<file path="src/rtl/inst_mem_responder_if.sv">
// Fetch request/response channel between the IF stage (master) and the
// instruction memory responder (slave).
interface inst_mem_responder_if;
    logic        req_valid;
    logic [31:0] req_addr;
    logic        req_ready;
    logic        resp_valid;
    logic [31:0] resp_instr;
    logic [31:0] resp_pc;
    logic        resp_err;
    logic        resp_ready;

    modport master (
        output req_valid,
        output req_addr,
        output resp_ready,
        input  req_ready,
        input  resp_valid,
        input  resp_instr,
        input  resp_pc,
        input  resp_err
    );

    modport slave (
        input  req_valid,
        input  req_addr,
        input  resp_ready,
        output req_ready,
        output resp_valid,
        output resp_instr,
        output resp_pc,
        output resp_err
    );
endinterface

</file>
<file path="src/rtl/inst_mem_responder.sv">
// Instruction memory responder: a 64-word program store that answers IF-stage
// fetches after a fixed number of wait cycles. The store is loaded through a
// separate write strobe that is honoured only while the responder is idle.
// A flush (taken branch) cancels any fetch in flight.
module inst_mem_responder #(
    parameter int WAIT_CYCLES = 2,
    parameter int DEPTH_WORDS = 64
) (
    input  logic                       clk,
    input  logic                       rst,
    inst_mem_responder_if.slave        bus,
    input  logic                       flush,
    input  logic                       load_en,
    input  logic [5:0]                 load_addr,
    input  logic [31:0]                load_data,
    output logic                       busy
);

    localparam logic [1:0]  ST_IDLE   = 2'd0;
    localparam logic [1:0]  ST_WAIT   = 2'd1;
    localparam logic [1:0]  ST_RESP   = 2'd2;
    localparam logic [3:0]  WAIT_INIT = WAIT_CYCLES[3:0];
    localparam logic [31:0] NOP_INSTR = 32'hE1A00000;

    // Misaligned or beyond the 256-byte program window.
    function automatic logic addr_err(input logic [31:0] addr);
        return (addr[1:0] != 2'd0) || (addr[31:8] != 24'd0);
    endfunction

    logic [1:0]  state_r;
    logic [1:0]  state_s;
    logic [3:0]  cnt_r;
    logic [3:0]  cnt_s;
    logic [31:0] addr_r;
    logic [31:0] addr_s;
    logic        req_ready_s;
    logic        accept_s;
    logic        enter_resp_s;
    logic [31:0] rd_addr_s;
    logic [5:0]  rd_idx_s;
    logic        rd_err_s;
    logic [31:0] rd_data_s;
    logic        resp_valid_r;
    logic [31:0] resp_instr_r;
    logic [31:0] resp_pc_r;
    logic        resp_err_r;
    logic [31:0] mem_r [DEPTH_WORDS];

    // Requests are only taken while idle, and never while a flush is pending.
    always_comb begin
        if (state_r == ST_IDLE) begin
            req_ready_s = !flush;
        end else begin
            req_ready_s = 1'b0;
        end
    end

    assign accept_s = bus.req_valid && req_ready_s;

    // Next-state, wait counter and address capture. The counter reaches zero
    // one edge before RESP is entered, so the response is registered
    // WAIT_CYCLES+1 edges after acceptance.
    always_comb begin
        state_s      = state_r;
        cnt_s        = cnt_r;
        addr_s       = addr_r;
        enter_resp_s = 1'b0;
        case (state_r)
            ST_IDLE: begin
                if (accept_s) begin
                    addr_s = bus.req_addr;
                    cnt_s  = WAIT_INIT;
                    if (WAIT_INIT != 4'd0) begin
                        state_s = ST_WAIT;
                    end else begin
                        state_s      = ST_RESP;
                        enter_resp_s = 1'b1;
                    end
                end else begin
                    state_s = ST_IDLE;
                end
            end
            ST_WAIT: begin
                if (flush) begin
                    state_s = ST_IDLE;
                    cnt_s   = 4'd0;
                end else if (cnt_r == 4'd0) begin
                    state_s      = ST_RESP;
                    enter_resp_s = 1'b1;
                end else begin
                    cnt_s = cnt_r - 4'd1;
                end
            end
            ST_RESP: begin
                // Flush wins over a simultaneous consumer handshake.
                if (flush || bus.resp_ready) begin
                    state_s = ST_IDLE;
                end else begin
                    state_s = ST_RESP;
                end
            end
            default: begin
                state_s = ST_IDLE;
                cnt_s   = 4'd0;
            end
        endcase
    end

    // Read address: the live request when entering RESP straight from IDLE,
    // otherwise the latched one.
    always_comb begin
        if (state_r == ST_IDLE) begin
            rd_addr_s = bus.req_addr;
        end else begin
            rd_addr_s = addr_r;
        end
    end

    // Word lookup; erroneous addresses never touch the array, and a load to
    // the same word on an idle edge is forwarded so the read sees it.
    always_comb begin
        rd_idx_s = rd_addr_s[7:2];
        rd_err_s = addr_err(rd_addr_s);
        if (rd_err_s) begin
            rd_data_s = NOP_INSTR;
        end else if (load_en && (state_r == ST_IDLE) && (load_addr == rd_idx_s)) begin
            rd_data_s = load_data;
        end else begin
            rd_data_s = mem_r[rd_idx_s];
        end
    end

    // Control state registers.
    always_ff @(posedge clk or negedge rst) begin
        if (!rst) begin
            state_r <= ST_IDLE;
            cnt_r   <= 4'd0;
            addr_r  <= 32'd0;
        end else begin
            state_r <= state_s;
            cnt_r   <= cnt_s;
            addr_r  <= addr_s;
        end
    end

    // Response registers: payload captured on RESP entry and held otherwise;
    // valid tracks residence in RESP.
    always_ff @(posedge clk or negedge rst) begin
        if (!rst) begin
            resp_valid_r <= 1'b0;
            resp_instr_r <= 32'd0;
            resp_pc_r    <= 32'd0;
            resp_err_r   <= 1'b0;
        end else begin
            resp_valid_r <= (state_s == ST_RESP);
            if (enter_resp_s) begin
                resp_instr_r <= rd_data_s;
                resp_pc_r    <= rd_addr_s;
                resp_err_r   <= rd_err_s;
            end
        end
    end

    // Program store; no reset so a reset never disturbs loaded code.
    always_ff @(posedge clk) begin
        if (load_en && (state_r == ST_IDLE)) begin
            mem_r[load_addr] <= load_data;
        end
    end

    assign bus.req_ready  = req_ready_s;
    assign bus.resp_valid = resp_valid_r;
    assign bus.resp_instr = resp_instr_r;
    assign bus.resp_pc    = resp_pc_r;
    assign bus.resp_err   = resp_err_r;
    assign busy           = (state_r != ST_IDLE);

endmodule

</file>
<file path="src/flat_wrapper.sv">
// flat-port wrapper written by rule: the top's interface ports become plain ports
module inst_mem_responder_flat 
#(
    parameter int WAIT_CYCLES = 2,
    parameter int DEPTH_WORDS = 64
)
  (clk, rst, flush, load_en, load_addr, load_data, busy, bus_req_valid, bus_req_addr, bus_resp_ready, bus_req_ready, bus_resp_valid, bus_resp_instr, bus_resp_pc, bus_resp_err);
  inst_mem_responder_if bus_i ();
  input  logic clk;
  input  logic rst;
  input  logic flush;
  input  logic load_en;
  input  logic [5:0] load_addr;
  input  logic [31:0] load_data;
  output logic busy;
  input wire logic [$bits(bus_i.req_valid)-1:0] bus_req_valid;
  input wire logic [$bits(bus_i.req_addr)-1:0] bus_req_addr;
  input wire logic [$bits(bus_i.resp_ready)-1:0] bus_resp_ready;
  output wire logic [$bits(bus_i.req_ready)-1:0] bus_req_ready;
  output wire logic [$bits(bus_i.resp_valid)-1:0] bus_resp_valid;
  output wire logic [$bits(bus_i.resp_instr)-1:0] bus_resp_instr;
  output wire logic [$bits(bus_i.resp_pc)-1:0] bus_resp_pc;
  output wire logic [$bits(bus_i.resp_err)-1:0] bus_resp_err;
  assign bus_i.req_valid = bus_req_valid;
  assign bus_i.req_addr = bus_req_addr;
  assign bus_i.resp_ready = bus_resp_ready;
  assign bus_req_ready = bus_i.req_ready;
  assign bus_resp_valid = bus_i.resp_valid;
  assign bus_resp_instr = bus_i.resp_instr;
  assign bus_resp_pc = bus_i.resp_pc;
  assign bus_resp_err = bus_i.resp_err;
  inst_mem_responder #(.WAIT_CYCLES(WAIT_CYCLES), .DEPTH_WORDS(DEPTH_WORDS)) u_core (.clk(clk), .rst(rst), .bus(bus_i), .flush(flush), .load_en(load_en), .load_addr(load_addr), .load_data(load_data), .busy(busy));
endmodule
</file>
<file path="config.mk">
export PLATFORM = sky130hd
export DESIGN_NAME = inst_mem_responder_flat
export DESIGN_NICKNAME = d
export VERILOG_FILES = /design/src/rtl/inst_mem_responder_if.sv /design/src/rtl/inst_mem_responder.sv /design/src/flat_wrapper.sv
export SDC_FILE = /design/constraint.sdc
export NUM_CORES = 2
export LEC_CHECK = 0
export ABC_AREA = 1
export ABC_CLOCK_PERIOD_IN_PS = 3800
export CORE_AREA = 2 2 453 455
export DETAILED_ROUTE_END_ITERATION = 16
export DIE_AREA = 0 0 455 457
export PLACE_DENSITY = 0.7
export SLEW_MARGIN = 0
export SYNTH_ARGS = -nofsm -noshare
export SYNTH_HDL_FRONTEND = slang
export SYNTH_SLANG_ARGS = --single-unit
export TNS_END_PERCENT = 5
</file>
<file path="constraint.sdc">
create_clock -name clk -period 3.8 [get_ports clk]
set_input_delay 0.76 -clock clk [delete_from_list [all_inputs] [get_ports clk]]
set_output_delay 0.76 -clock clk [all_outputs]
set_load 0.02 [all_outputs]
</file>
; Word level (Yosys, flattened, before mapping)
; Memories as Yosys holds them, arrays and structs flattened.
; Index checks and enable logic that the tools add are counted.
[word_totals]
register_bits = 104
ram_bits = 2048
inputBits = 76
out_inout_bits = 68
wordCells = 47
memories = 1
[memory_table]
columns = name, words, word_bits, rd, rd_clocked_by_memory_dff, write_ports, line
row1 = u_core.mem_r, 64, 32, 1, 0, 1, inst_mem_responder.sv:47  ; logic [31:0] mem_r [DEPTH_WORDS];
[classes]
n_addsub = 1
n_eq_ne = 6
mux = 18
n_bitwise = 1
reduce_logical = 13
[op_table]
columns = op, count
row1 = two-way mux 32 bit, 3
row2 = nonzero test 24 bit, 1
row3 = two-way mux 4 bit, 3
row4 = case mux 4 bit (3 select lines), 1
row5 = two-way mux 1 bit, 7
row6 = equality test 6 bit, 1
row7 = two-way mux 2 bit, 3
row8 = case mux 2 bit (3 select lines), 1
row9 = equality test 2 bit (second input constant), 2
row10 = zero test 4 bit, 1
row11 = nonzero test 2 bit, 2
row12 = subtractor 4 x 1 -> 4 bit (second input constant), 1
row13 = logical AND 1 bit, 3
row14 = != test 3 bit (second input constant), 1
row15 = AND reduction 3 bit, 1
row16 = equality test 2 x 1 -> 1 bit (second input constant), 1
row17 = zero test 2 bit, 1
row18 = logical OR 1 bit, 2
row19 = != test 2 x 1 -> 1 bit (second input constant), 1
row20 = AND reduction 2 bit, 1
row21 = zero test 1 bit, 1
row22 = inverter 1 bit, 1

; Longest topological paths before layout
[depth]
word_depth = 6
ltp_mapped = 16
ltp_nobuf = 14

; Worst setup path after synthesis
; No wires, ideal clock.
[synth_timing]
path_type = register to register
from = register u_core.state_r[1]
to = memory u_core.mem_r[0][0], enable pin
setup_ns = 0.421
arrival_ns = 2.835
required_ns = 3.379
slack_ns = 0.544
stages_incl_launch_ff = 8
path_buffers = 2
synth_period_minus_slack_ns = 3.256
path_cell_list = dfrtp_1 > nor2_4 > buf_6 > buf_2 > nand2_1 > inv_1 > nand4_1 > nor2_1
[synth_via]
elab_chain_cells = 4
[synth_rtl]
columns = element, line
row1 = "start, declared", inst_mem_responder.sv:30  ; logic [1:0] state_r;
row2 = "start signal, assigned", inst_mem_responder.sv:140  ; state_r <= state_s;
row3 = zero test 2 bit, inst_mem_responder.sv:166  ; if (load_en && (state_r == ST_IDLE)) begin
row4 = logical AND 1 bit, inst_mem_responder.sv:166
row5 = two-way mux 1 bit, inst_mem_responder.sv:166
row6 = two-way mux 1 bit (not written as such), inst_mem_responder.sv:167  ; mem_r[load_addr] <= load_data;
row7 = "end, declared", inst_mem_responder.sv:47
; Every way passes these cells.

; Worst setup path after layout
[layout_timing]
from = register u_core.state_r[1]
to = register u_core.resp_instr_r[22], in the netlist u_core.bus.resp_instr[22]
[layout_via]
elab_chain_cells = 6
word_cells_on_any_way = 13
cone_classes = eq/ne (2) / mux (4) / reduce/logical (6) / memory (1)
[layout_rtl]
columns = element, line
row1 = "parallel branches: the longest is 6 deep, another holds memory read (64 x 32 bit)", --
row2 = "end signal, assigned", inst_mem_responder.sv:157  ; resp_instr_r <= rd_data_s;
row3 = "end, declared", inst_mem_responder.sv:44  ; logic [31:0] resp_instr_r;
; Several ways; the timed one is not identified.
; A chain may end at the register's enable or synchronous reset.

==> flow_summary.json <==
{
  "coreArea_mm2": 0.203,
  "initial_utilization": 0.448,
  "final_core_util": 0.514,
  "outcome": "finished clean",
  "yosysTopAreaCell": "edfxtp_1",
  "synth_edf_count": 2048,
  "synth_area_leaders": "edfxtp_1 68%, nand3_1 11%, nand2_1 8.6%",
  "h-tree-depth": 4,
  "pre_cts_slack_ns": -0.146,
  "die_w_um": 455,
  "grt_use_met3": 0.0527,
  "grt-busiest-layer": "met2",
  "grt_usage": 0.260,
  "clk_pin_slew_worst_paths_ns": 0.06,
  "grt_pass1_vias": 61200,
  "dr.pass1.iters": 9,
  "die_y_um": 457,
  "max_freq_mhz": 271,
  "ant_nets": 0,
  "yosysMostFrequentCell": "nand2_1",
  "clock_skew_ns": 0.0561,
  "synth-seq-cells": 2152,
  "tritoncts": "yes",
  "cts_buffer_depth": 3,
  "synth_seq_area_share": 0.704,
  "synthFlopType": "edfxtp_1",
  "worst_hold_slack_ns": 0.0175,
  "rows": 166,
  "ys_types": 37,
  "post_dp_cell_area_mm2": 0.0979,
  "peakVddDrop_uv": 538,
  "cp.arrival_ns": 4.46,
  "drv_cap": 0,
  "clk_latency_ns": 0.89,
  "tightest_slew_ns": 1.23,
  "cts_setup_buffers": 0,
  "worst_ep_required_time_ns": 4.57,
  "use_met1": 0.337,
  "layout.cells.non_filler": 11400,
  "dpl.cell_count": 11000,
  "finalNetCount": 8604,
  "synth_commonest_cells": "2,076 x nand2_1, 2,048 x edfxtp_1, 1,947 x nand3_1",
  "min_period_over_period": 0.972,
  "syn_area_mm2": 0.0910,
  "startpoint_type": "register",
  "wl_mm": 274,
  "dr_total_vias": 64300,
  "dpl.hpwl_mm": 152,
  "ctsHoldBuffers": 0,
  "root_buffer": "clkbuf_16",
  "area_growth_pct": 14.7,
  "powerDensity_mw_per_mm2": 660,
  "grt_use_met2": 0.411,
  "grt_max_degree": 120,
  "syn_inst": 8340,
  "drc": 0,
  "routedWlPerCell_um": 24.1,
  "dieArea_mm2": 0.208,
  "cts_buffers": 206,
  "vias_per_cell": 5.65,
  "crit_fanout": 29,
  "async_reset_ff_frac": 0.0483,
  "critPathKind": "reg -> reg",
  "drive_gt1_frac": 0.0858,
  "syn_area_per_cell_um2": 10.9,
  "finalSetupViolCount": 0,
  "yosysTopAreaCellShare": 0.676,
  "cts_sinks": 2152,
  "io_buffer_count": 143,
  "ys_warn_count": 0,
  "synth_nets": 8418,
  "grt_first_pass_wirelength_mm": 398,
  "overflow": 0,
  "place.gp.congestion": 0.893,
  "p_leak_uw": 0.0413,
  "initialDrtViolationCount": 8396,
  "antenna_found_initial": 21,
  "ios": 144,
  "fin_crit_ns": 3.69,
  "post-route-cell-area_mm2": 0.104,
  "hold_path_class": "in -> async",
  "final_max_slew_viol_count": 0,
  "setup_ws_ns": 0.108,
  "hold_violations": 0,
  "setup.worst_path.end_class": "register",
  "rsz0062_at_grt": "false",
  "cts_resized": 0,
  "relSlewSlack": 0.183
}
## layer usage
metal	routed length, um	up-vias
li1	-	28300
met1	101000	31100
met2	127000	4088
met3	30700	795
met4	15500	8
met5	57	-
## power breakdown
| group | leakage [uW] | internal, uW | switching [uW] | total [uW] |
|---|---|---|---|---|
| Combinational | 0.0183 | 6870 | 15200 | 22100 |
| Clock | 0.00320 | 11200 | 8930 | 20100 |
| Sequential | 0.0197 | 26400 | 237 | 26700 |
## worst max-delay path: stages (launching register included)
cell,delay (ns)
dfrtp_1,0.42
nor2_4,0.45
nand2_1,0.18
o21ai_4,0.24
buf_4,0.53
buf_4,0.48
nand3_1,0.15
nand3_1,0.10
nand2_1,0.08
nand2_1,0.13
nand3_1,0.43
nand3_1,0.21
nand2_1,0.08
nand2_1,0.08
## per-stage QoR
stage	TNS (ns)	power [uW]
finish	0	68900
global route	0	71500
CTS	0	68700
detailed placement	-0.234	48700
global placement	-0.150	48400
floorplan	0	40400
## cells by family after synthesis
kind of cell	count (synthesis)	synth area share
AOI/OAI and AO/OA	219	0.0157
xor gates and xnor gates	5	0.000481
adders and majority gates	2	0.000275
buffers and inverters	1783	0.0783
DFF	2152	0.704
muxes	1	0.000110
and+or+nand+nor	4178	0.201
## sequential cells by signal, summed over array words and instances (netlist names)
register / cells
u_core.bus.resp_instr: 32
u_core.cnt_r: 4
u_core.bus.resp_valid: 1
u_core.addr_r: 32
u_core.bus.resp_pc: 32
u_core.bus.resp_err: 1
u_core.state_r: 2
u_core.mem_r: 2048
## cell type report
class / count / area, um2
Inverter: 1309 / 4930
Clock inverter: 126 / 1160
Multi-Input combinational cell: 4405 / 20400
Timing Repair Buffer: 452 / 5080
Sequential cell: 2152 / 64100
Fill cell: 16900 / 98900
Antenna cell: 10 / 25.0
Tap cell: 2688 / 3360
Clock buffer: 255 / 5420
## worst paths after layout
check / startpoint / end / slack, ns / depth (start not counted)
min in group clk: load_data[8] / u_core.mem_r[26][8]$_DFFE_PP_ / 0.37 / 1
max in group asynchronous: rst / u_core.bus.resp_instr[20]$_DFFE_PN0P_ / 2.79 / 2
min: rst / u_core.bus.resp_pc[27]$_DFFE_PN0P_ / 0.02 / 1
max reg2reg: u_core.state_r[1]$_DFF_PN0_ / u_core.bus.resp_instr[22]$_DFFE_PN0P_ / 0.11 / 13
max: u_core.state_r[1]$_DFF_PN0_ / u_core.bus.resp_instr[22]$_DFFE_PN0P_ / 0.11 / 13
min reg2reg: u_core.bus.resp_pc[13]$_DFFE_PN0P_ / u_core.bus.resp_pc[13]$_DFFE_PN0P_ / 0.47 / 2
## cells in the final DEF (no fill, tap or decap), drive strengths merged, types with 3 or more instances in the layout
master,instances
nand4,13
nand2,2083
clkbuf,255
nor3,3
nand3b,4
nor2,86
edfxtp,2048
dfrtp,104
o21a,3
or2,36
inv,1311
bufinv,16
o211ai,116
clkinv,104
buf,342
clkdlybuf4s50,110
nor4,4
xor2,5
clkinvlp,4
o21ai,81
diode,10
nand3,1947
a21oi,12
No activity file was read; power rests on OpenSTA's default activity.
